===== config.mk =====
export PLATFORM = sky130hd
export DESIGN_NAME = timer_chain_ctrl_flat
export DESIGN_NICKNAME = d
export VERILOG_FILES = /design/src/rtl/timer_chain_ctrl_if.sv /design/src/rtl/timer_chain_ctrl.sv /design/src/flat_wrapper.sv
export SDC_FILE = /design/constraint.sdc
export NUM_CORES = 1
export LEC_CHECK = 0
export CAP_MARGIN = 40
export CORE_MARGIN = 2
export CORE_UTILIZATION = 37
export DETAILED_ROUTE_END_ITERATION = 6
export PLACE_DENSITY = 0.75
export SLEW_MARGIN = 15
export SYNTH_ARGS = -nofsm -noshare
export SYNTH_HDL_FRONTEND = slang
export SYNTH_SLANG_ARGS = --single-unit

===== constraint.sdc =====
create_clock -name clk -period 1.2 [get_ports clk]
set_input_delay 0.12 -clock clk [delete_from_list [all_inputs] [get_ports clk]]
set_output_delay 0.12 -clock clk [all_outputs]
set_load 0.03 [all_outputs]

===== src/rtl/timer_chain_ctrl_if.sv =====
// Bundle between the timer sequencer and its chain of BCD countdown digit cells.
//   master : digit-cell side (drives commands, digit values, borrow requests, timeouts)
//   slave  : sequencer side  (drives load strobe, decrements, no-borrow, status)
// Signals:
//   load_req, start, stop      timer commands
//   digits[4*N_DIGITS]         current digit values, digit k on [4k+3:4k]
//   borrow_req[N_DIGITS]       borrow request from each digit cell
//   tout[N_DIGITS]             timeout flag from each digit cell
//   inp_load                   load strobe to all digit cells
//   dec[N_DIGITS]              decrement strobe to each digit cell
//   no_borrow[N_DIGITS]        no-borrow qualifier to each digit cell
//   running, done, expired     timer status
interface timer_chain_ctrl_if #(
  parameter int unsigned N_DIGITS = 4
);
  logic                    load_req;
  logic                    start;
  logic                    stop;
  logic [4*N_DIGITS-1:0]   digits;
  logic [N_DIGITS-1:0]     borrow_req;
  logic [N_DIGITS-1:0]     tout;
  logic                    inp_load;
  logic [N_DIGITS-1:0]     dec;
  logic [N_DIGITS-1:0]     no_borrow;
  logic                    running;
  logic                    done;
  logic                    expired;

  modport master (
    output load_req, start, stop, digits, borrow_req, tout,
    input  inp_load, dec, no_borrow, running, done, expired
  );

  modport slave (
    input  load_req, start, stop, digits, borrow_req, tout,
    output inp_load, dec, no_borrow, running, done, expired
  );
endinterface


===== src/rtl/timer_chain_ctrl.sv =====
// Sequencer for a chain of BCD countdown digit cells.
// Generates the base decrement tick for digit 0, routes each digit's borrow
// request to the next-higher digit, computes no-borrow qualifiers and runs the
// IDLE/LOAD/RUN/PAUSE/DONE control for the whole timer.
// Ports:
//   clk    clock, rising edge
//   rst    synchronous reset, active-low
//   tc_io  slave side of timer_chain_ctrl_if (commands, digit status in;
//          load/decrement/no-borrow/status out)
// N_DIGITS must be at least 2.
module timer_chain_ctrl #(
  parameter int unsigned N_DIGITS = 4,
  parameter int unsigned TICK_DIV = 100,
  parameter int unsigned CNT_W    = 7
) (
  input  logic              clk,
  input  logic              rst,
  timer_chain_ctrl_if.slave tc_io
);

  localparam int unsigned      DIG_W      = 4;
  localparam logic [CNT_W-1:0] PRESC_LAST = CNT_W'(TICK_DIV - 1);

  typedef enum logic [2:0] {
    S_IDLE,
    S_LOAD,
    S_RUN,
    S_PAUSE,
    S_DONE
  } state_e;

  state_e           state_q, state_d;
  logic [CNT_W-1:0] presc_q, presc_d;
  logic             inp_load_q, inp_load_d;
  logic             dec0_q, dec0_d;
  logic             running_q, running_d;
  logic             done_q, done_d;
  logic             expired_q, expired_d;

  logic                all_zero;
  logic [N_DIGITS-1:0] dec_w;
  logic [N_DIGITS-1:0] no_borrow_w;
  logic                in_unused;

  // Only tout[0] qualifies expiry; the top digit's borrow has nowhere to go.
  assign in_unused = ^{tc_io.tout[N_DIGITS-1:1], tc_io.borrow_req[N_DIGITS-1]};

  assign all_zero = (tc_io.digits == '0);

  // State, prescaler and registered outputs.
  always_ff @(posedge clk) begin
    if (!rst) begin
      state_q    <= S_IDLE;
      presc_q    <= '0;
      inp_load_q <= 1'b0;
      dec0_q     <= 1'b0;
      running_q  <= 1'b0;
      done_q     <= 1'b0;
      expired_q  <= 1'b0;
    end else begin
      state_q    <= state_d;
      presc_q    <= presc_d;
      inp_load_q <= inp_load_d;
      dec0_q     <= dec0_d;
      running_q  <= running_d;
      done_q     <= done_d;
      expired_q  <= expired_d;
    end
  end

  // Next state, prescaler and output decode; priority load_req > start > stop.
  always_comb begin
    state_d   = state_q;
    presc_d   = presc_q;
    dec0_d    = 1'b0;

    unique case (state_q)
      S_IDLE: begin
        if (tc_io.load_req) begin
          state_d = S_LOAD;
        end else if (tc_io.start) begin
          state_d = S_RUN;
          presc_d = '0;
        end
      end
      S_LOAD: begin
        state_d = S_IDLE;
      end
      S_RUN: begin
        if (tc_io.load_req) begin
          state_d = S_LOAD;
        end else if (all_zero && tc_io.tout[0]) begin
          state_d = S_DONE;
        end else if (tc_io.stop && !tc_io.start) begin
          state_d = S_PAUSE;
        end
        // The prescaler only advances on cycles that stay in RUN, so a stop
        // freezes it at the value it had when the stop was seen.
        if (state_d == S_RUN) begin
          if (presc_q == PRESC_LAST) begin
            presc_d = '0;
            dec0_d  = 1'b1;
          end else begin
            presc_d = presc_q + CNT_W'(1);
          end
        end
      end
      S_PAUSE: begin
        if (tc_io.load_req) begin
          state_d = S_LOAD;
        end else if (tc_io.start) begin
          state_d = S_RUN;
        end
      end
      S_DONE: begin
        if (tc_io.load_req) begin
          state_d = S_LOAD;
        end
      end
      default: begin
        state_d = S_IDLE;
      end
    endcase

    inp_load_d = (state_d == S_LOAD);
    running_d  = (state_d == S_RUN);
    done_d     = (state_d == S_DONE);
    expired_d  = (state_d == S_DONE) && (state_q != S_DONE);
  end

  // Borrow routing: a borrow request from digit k-1 decrements digit k, and
  // keeps rippling through PAUSE and DONE so a pending borrow is never lost.
  always_comb begin
    dec_w    = '0;
    dec_w[0] = dec0_q;
    if (state_q inside {S_RUN, S_PAUSE, S_DONE}) begin
      dec_w[N_DIGITS-1:1] = tc_io.borrow_req[N_DIGITS-2:0];
    end
  end

  // No-borrow for digit k is set when every higher digit is zero.
  always_comb begin
    logic upper_zero;
    upper_zero  = 1'b1;
    no_borrow_w = '0;
    for (int k = int'(N_DIGITS) - 1; k >= 0; k--) begin
      no_borrow_w[k] = upper_zero;
      upper_zero     = upper_zero & (tc_io.digits[DIG_W*k +: DIG_W] == 4'd0);
    end
  end

  assign tc_io.inp_load  = inp_load_q;
  assign tc_io.dec       = dec_w;
  assign tc_io.no_borrow = no_borrow_w;
  assign tc_io.running   = running_q;
  assign tc_io.done      = done_q;
  assign tc_io.expired   = expired_q;

endmodule


===== src/flat_wrapper.sv =====
// flat-port wrapper written by rule: the top's interface ports become plain ports
module timer_chain_ctrl_flat 
#(
  parameter int unsigned N_DIGITS = 4,
  parameter int unsigned TICK_DIV = 100,
  parameter int unsigned CNT_W    = 7
)
  (clk, rst, tc_io_load_req, tc_io_start, tc_io_stop, tc_io_digits, tc_io_borrow_req, tc_io_tout, tc_io_inp_load, tc_io_dec, tc_io_no_borrow, tc_io_running, tc_io_done, tc_io_expired);
  timer_chain_ctrl_if #(.N_DIGITS(N_DIGITS)) tc_io_i ();
  input  logic clk;
  input  logic rst;
  input wire logic [$bits(tc_io_i.load_req)-1:0] tc_io_load_req;
  input wire logic [$bits(tc_io_i.start)-1:0] tc_io_start;
  input wire logic [$bits(tc_io_i.stop)-1:0] tc_io_stop;
  input wire logic [$bits(tc_io_i.digits)-1:0] tc_io_digits;
  input wire logic [$bits(tc_io_i.borrow_req)-1:0] tc_io_borrow_req;
  input wire logic [$bits(tc_io_i.tout)-1:0] tc_io_tout;
  output wire logic [$bits(tc_io_i.inp_load)-1:0] tc_io_inp_load;
  output wire logic [$bits(tc_io_i.dec)-1:0] tc_io_dec;
  output wire logic [$bits(tc_io_i.no_borrow)-1:0] tc_io_no_borrow;
  output wire logic [$bits(tc_io_i.running)-1:0] tc_io_running;
  output wire logic [$bits(tc_io_i.done)-1:0] tc_io_done;
  output wire logic [$bits(tc_io_i.expired)-1:0] tc_io_expired;
  assign tc_io_i.load_req = tc_io_load_req;
  assign tc_io_i.start = tc_io_start;
  assign tc_io_i.stop = tc_io_stop;
  assign tc_io_i.digits = tc_io_digits;
  assign tc_io_i.borrow_req = tc_io_borrow_req;
  assign tc_io_i.tout = tc_io_tout;
  assign tc_io_inp_load = tc_io_i.inp_load;
  assign tc_io_dec = tc_io_i.dec;
  assign tc_io_no_borrow = tc_io_i.no_borrow;
  assign tc_io_running = tc_io_i.running;
  assign tc_io_done = tc_io_i.done;
  assign tc_io_expired = tc_io_i.expired;
  timer_chain_ctrl #(.N_DIGITS(N_DIGITS), .TICK_DIV(TICK_DIV), .CNT_W(CNT_W)) u_core (.clk(clk), .rst(rst), .tc_io(tc_io_i));
endmodule

==> flow_summary.json, run 1 <==
{
  "clock_skew_ns": 0.0105,
  "drc_errors": 0,
  "violations": "negative setup slack",
  "crit_end": "u_core.presc_q[4]",
  "power_density_nw_per_um2": 663,
  "whs_path_depth": 4,
  "p_sw_mw": 0.385,
  "ys_seq_area_frac": 0.330,
  "postPlaceCellArea_um2": 1500,
  "grt_max_degree": 10,
  "yosysTopAreaCell": "dfxtp_1",
  "root_buffer": "clkbuf_4",
  "portBuffers": 35,
  "placed_cells": 191,
  "clockBufferDepth": 2,
  "p_int_mw": 0.822,
  "yosys_warnings": 0,
  "dieHeight_um": 53.6,
  "yosysUniqueCellTypes": 48,
  "rsz0062_at_grt": "true",
  "wl_um": 3440,
  "drive_gt1_frac": 0.549,
  "hold_path.class": "primary input to flop",
  "syn-num-nets": 134,
  "cpPeakStageDelay_ns": 0.35,
  "utilization": 0.800,
  "syn_to_final_growth_pct": 99.9,
  "routedWlPerCell_um": 16.9,
  "ys.flop_type": "dfxtp_1",
  "sw_frac_of_total": 0.319,
  "max-vdd-ir-drop_mv": 0.458,
  "routabilityCongestion": 0.878,
  "htree_levels": 1,
  "yosys_register_bits": 15,
  "cts_tree": "done",
  "outcome": "finished, violations left",
  "crit_path_frequent_cell": "o211ai_1",
  "vias": 1179,
  "slowest_stage": "dfxtp_2",
  "critPathKind": "flop to flop",
  "power_mw": 1.21,
  "dieArea_um2": 2870,
  "p_leak_nw": 0.764,
  "end_kind": "flop",
  "cp_num_buf_inv": 1,
  "synth_most_common_cell": "dfxtp_1",
  "tns_ns": -2.27,
  "path_delay_family": "compound AO/OA/AOI/OAI gates",
  "dr.pass1.iters": 4,
  "grt_pass1_vias": 1138,
  "clock-sinks": 15,
  "routed_via_density": 5.81,
  "fin_ws_ns": -0.267,
  "p_clk_frac": 0.263,
  "tritoncts.num_buffers": 3,
  "crit_path_start_kind": "flop",
  "seqPwrFrac": 0.438,
  "syn_area_um2": 911,
  "initial_core_util": 0.400,
  "path_cells": "or2_1 -> buf_6 -> a2111oi_2 -> o211ai_1 -> o211ai_1",
  "path_depth": 5,
  "critical_path.max_fanout": 3,
  "fin_area_um2": 1820,
  "synth-edff-count": 0,
  "hold_buffers": 0,
  "netlist_instances": 104,
  "r2r_end": "u_core.presc_q[4]",
  "arrival_ns": 1.69,
  "timing.fmax_mhz": 682,
  "finalCritPeriodShare": 1.22,
  "coreArea_um2": 2280,
  "r2r-start": "u_core.state_q[0]",
  "fin_cells": 203,
  "num_antenna_cells": 0,
  "grt_usage": 0.241,
  "r2r_slack_ns": -0.27,
  "cts.clk_slew.worst_paths_ns": 0.11,
  "synth_area_leaders": "dfxtp_1, nor2b_1, o2111ai_1",
  "fin_crit_ns": 1.47,
  "synth_top_area_frac": 0.330,
  "maxSlewViolCount": 0,
  "post-place-ws_ns": -0.569,
  "antenna_left": 0,
  "ff2ff_path_depth": 5,
  "dp_hpwl_um": 2140,
  "rows": 17,
  "first_iter_violations": 15,
  "final_nets": 206,
  "avgSynthCellArea_um2": 8.76,
  "io_pins": 41,
  "drv_cap": 0,
  "critical_path.startpoint": "u_core.state_q[0]",
  "antenna_found_initial": 0,
  "grt-ovfl-total": 0,
  "die_w_um": 53.6,
  "insertion_delay_ns": 0.30,
  "pwr-share-comb": 0.298,
  "finalSetupViolations": 14,
  "grt_pass1_wl_um": 4970,
  "whs_ns": 0.350,
  "hold_viol_final": 0,
  "async_flop_share": 0,
  "worstPathRequired_ns": 1.42,
  "ys_top_cells_by_count": "dfxtp_1, inv_1, nor2_1"
}
how the worst min path moves through the flow:
stage | startpoint | endpoint
after floorplan | tc_io_tout[0] | u_core.state_q[1]
after global placement | u_core.presc_q[3] | u_core.presc_q[3]
after detailed placement | u_core.presc_q[3] | u_core.presc_q[3]
after CTS | tc_io_digits[13] | u_core.state_q[1]
after global routing | tc_io_digits[3] | u_core.state_q[1]
final | tc_io_digits[3] | u_core.state_q[1]
flip-flops by register name, summed over array words and instances (netlist names):
signal	flops
u_core.tc_io.done	1
u_core.tc_io.inp_load	1
u_core.tc_io.expired	1
u_core.presc_q	7
u_core.tc_io.running	1
u_core.dec0_q	1
u_core.state_q	3
per-layer routing:
metal | GRT usage | up-vias | wire length, um
met3 | 0.0444 | 16 | 183
li1 | - | 533 | -
met1 | 0.257 | 570 | 1330
met4 | 0.111 | 0 | 159
met2 | 0.455 | 60 | 1770
met5 | 0 | - | 0
cells by family after synthesis:
group | after synthesis | share of synthesized area
xor+xnor | 1 | 0.00962
buf+inv | 12 | 0.0604
fa+ha+maj | 1 | 0.0137
mux | 2 | 0.0220
other cells | 1 | 0.00412
simple gates | 44 | 0.317
flops | 15 | 0.330
compound gates | 28 | 0.243
power groups by stage:
stage               registers, mW  clock network (mW)  logic [mW]
CTS                         0.526               0.322       0.332
detailed placement          0.537                   0       0.290
floorplan                   0.545                   0       0.110
global placement            0.537                   0       0.285
global route                0.531               0.337       0.383
finish                      0.529               0.318       0.360
layout by cell type (no fill, tap or decap), types with 2 or more instances in the layout:
cell type        instances
a21oi_4                  2
a22oi_1                  2
and2_4                   2
and3_1                   3
and3_2                   2
buf_2                    3
buf_4                   30
buf_6                   10
clkbuf_2                 6
clkbuf_4                 3
clkdlybuf4s15_1          2
clkdlybuf4s50_1          8
dfxtp_1                 10
dfxtp_2                  4
dlygate4sd2_1            8
dlymetal6s2s_1           2
inv_1                    7
mux2i_1                  2
nand2_1                  3
nand2b_1                 2
nand3_1                  2
nor2_1                   6
nor2b_4                  5
nor4_4                   3
o2111ai_2                2
o211ai_1                 4
o21ai_1                  2
worst register-to-register path, stage by stage, from the launching register on:
cell and delay, ns:
dfxtp_2 0.35, or2_1 0.26, buf_6 0.14, a2111oi_2 0.33, o211ai_1 0.17, o211ai_1 0.12
area by class of cell:
class / count / area [um^2]
Clock inverter: 1 / 5.00
Tap cell: 28 / 35.0
Multi-Input combinational cell: 77 / 791
Inverter: 8 / 35.0
Timing Repair Buffer: 71 / 623
Clock buffer: 3 / 22.5
Fill cell: 140 / 455
Sequential cell: 15 / 309
repair_timing:
item	4_1_cts	5_1_grt
cloned	0	1
resized for setup	78	25
buffers inserted	5	2
setup endpoints to repair	26	19
pin swaps	16	18
Note: power is estimated with default switching activity, not from simulation.
==> inputs of run 2 (changes only) <==
--- a/config.mk
+++ b/config.mk
@@ -5,11 +5,12 @@
 export SDC_FILE = /design/constraint.sdc
 export NUM_CORES = 1
 export LEC_CHECK = 0
-export CAP_MARGIN = 40
+export CAP_MARGIN = 20
 export CORE_MARGIN = 2
-export CORE_UTILIZATION = 37
+export CORE_UTILIZATION = 52
 export DETAILED_ROUTE_END_ITERATION = 6
-export PLACE_DENSITY = 0.75
+export DONT_BUFFER_PORTS = 1
+export PLACE_DENSITY = 0.7
 export SLEW_MARGIN = 15
 export SYNTH_ARGS = -nofsm -noshare
 export SYNTH_HDL_FRONTEND = slang
==> run 2 against run 1 <==
Effect of this change: the run still ends with negative setup slack left; global-route usage decreased by 1.1 points; non-clock buffer count decreased by 41; critical endpoint is now tc_io_dec[1]; clock skew increased by 0.0015 ns; highest routed layer unchanged; flip-flop and latch count unchanged; clock power decreased by 3%; hold slack got worse by 0.32 ns; sequential share of layout area increased by 6.6 points; final area decreased by 28%.
==> flow_summary.json, run 2 (same netlist as run 1, synthesis figures left out) <==
{
  "worstPathRequired_ns": 1.08,
  "coreArea_um2": 1690,
  "r2r-start": "u_core.state_q[0]",
  "p_int_mw": 0.736,
  "routabilityCongestion": 0.844,
  "wl_met3_um": 119,
  "rows": 15,
  "drive_gt1_frac": 0.478,
  "p_leak_nw": 0.502,
  "violations": "negative setup slack",
  "r2r_slack_ns": -0.16,
  "timing.fmax_mhz": 707,
  "vias": 915,
  "regMostFlops": "u_core.presc_q",
  "final_nets": 165,
  "hold_viol_final": 0,
  "pwr-share-comb": 0.185,
  "p_clk_frac": 0.296,
  "dieArea_um2": 2100,
  "clock-sinks": 15,
  "fin_area_um2": 1310,
  "cts_tree": "done",
  "die_w_um": 45.9,
  "grt_max_degree": 11,
  "power_density_nw_per_um2": 791,
  "hold_path.class": "primary input to flop",
  "power_mw": 1.04,
  "fin_ws_ns": -0.215,
  "sw_frac_of_total": 0.291,
  "grt_pass1_vias": 785,
  "layout_commonest_cell": "buf_4",
  "syn_to_final_growth_pct": 44.1,
  "first_iter_violations": 31,
  "wl_met1_um": 935,
  "finalCritPeriodShare": 1.18,
  "wl_um": 2410,
  "arrival_ns": 1.30,
  "end_kind": "output pin",
  "initial_core_util": 0.539,
  "highest_layer": "met4",
  "dp_hpwl_um": 1570,
  "clock_skew_ns": 0.0121,
  "dieHeight_um": 45.9,
  "dr.pass1.iters": 4,
  "htree_levels": 1,
  "postPlaceCellArea_um2": 1090,
  "drv_cap": 0,
  "crit_path_start_kind": "flop",
  "maxSlewViolCount": 0,
  "antenna_found_initial": 0,
  "clockBufferDepth": 2,
  "critPathKind": "flop to output pin",
  "antenna_left": 0,
  "io_pins": 41,
  "drc_errors": 0,
  "insertion_delay_ns": 0.30,
  "r2r_end": "u_core.presc_q[5]",
  "route.met2.wl_um": 1310,
  "seqPwrFrac": 0.519,
  "grt-ovfl-total": 0,
  "max-vdd-ir-drop_mv": 0.743,
  "portBuffers": 0,
  "rsz0062_at_grt": "true",
  "outcome": "finished, violations left",
  "grt_pass1_wl_um": 3410,
  "routedWlPerCell_um": 15.9,
  "root_buffer": "clkbuf_4",
  "fin_crit_ns": 1.42,
  "grt_usage": 0.230,
  "largest_reg_flops": 7,
  "cts.clk_slew.worst_paths_ns": 0.10,
  "tritoncts.num_buffers": 3,
  "crit_end": "tc_io_dec[1]",
  "routed_via_density": 6.06,
  "ff2ff_path_depth": 6,
  "critical_path.max_fanout": 4,
  "num_antenna_cells": 0,
  "finalSetupViolations": 11,
  "p_sw_mw": 0.302,
  "critical_path.startpoint": "u_core.state_q[0]",
  "final_cell_mix": "buf_4, dfxtp_1, inv_1, nor2_1",
  "reg_top3": "u_core.presc_q x7, u_core.state_q x3"
}
[run 2: cell types whose count changed in the layout (fill, tap and decap cells not counted), moves of 3 or more]
cell,delta
clkdlybuf4s50_1,-8
dlygate4sd2_1,-8
buf_6,-8
dlygate4sd3_1,+3
buf_2,-3
buf_4,-5
clkbuf_2,-6
[run 2: power groups by stage]
stage / Clock, mW / Combinational (mW) / Sequential [mW]
2_1_floorplan: 0 / 0.110 / 0.545
3_3_place_gp: 0 / 0.138 / 0.545
3_5_place_dp: 0 / 0.140 / 0.545
4_1_cts: 0.311 / 0.165 / 0.536
5_1_grt: 0.334 / 0.206 / 0.542
6_report: 0.307 / 0.192 / 0.539
[run 2: cell type report]
type / instances / area [um^2]
Multi-Input combinational cell: 77 / 679
Fill cell: 118 / 377
Sequential cell: 15 / 309
Timing Repair Buffer: 30 / 240
Inverter: 8 / 35.0
Clock buffer: 3 / 22.5
Tap cell: 17 / 21.3
Clock inverter: 1 / 5.00
[run 2: stage by stage]
stage,hold slack (ns),utilization,setup slack [ns],TNS (ns),cells
finish,0.0254,0.777,-0.215,-1.60,151
global route,0.0175,0.777,-0.263,-2.46,151
CTS,0.0139,0.715,-0.215,-1.50,146
detailed placement,0.271,0.643,-0.210,-2.06,136
global placement,0.267,0.643,-0.170,-1.61,136
floorplan,0.257,-,-0.242,-2.64,104
[run 2: what timing repair did]
item | CTS | global route
endpoints found under the hold margin | 6 | 2
endpoints found under the setup margin | 12 | 18
buffers inserted | 5 | 3
gates resized for setup | 14 | 16
hold buffers | 1 | 2
pin swaps | 3 | 4
[run 2: layer usage]
metal  global-route usage  up-vias
li1                     -      447
met1                0.272      435
met2                0.386       28
met3               0.0595        5
met4                0.103        0
met5                    0        -
[run 2: worst min path at each step]
stage                       endpoint  depth (start not counted)  slack [ns]           start
6_report       u_core.tc_io.inp_load                          2        0.03  tc_io_load_req
5_1_grt        u_core.tc_io.inp_load                          2        0.02  tc_io_load_req
4_1_cts        u_core.tc_io.inp_load                          2        0.01  tc_io_load_req
3_5_place_dp   u_core.tc_io.inp_load                          2        0.27             rst
3_3_place_gp   u_core.tc_io.inp_load                          2        0.27             rst
2_1_floorplan      u_core.state_q[1]                          1        0.26   tc_io_tout[0]
[run 2: worst max-delay path, stage by stage, from the launching register on]
cell,delay (ns)
dfxtp_2,0.33
buf_6,0.12
nor2_4,0.08
nand2_2,0.06
and2_4,0.18
nor2b_4,0.22
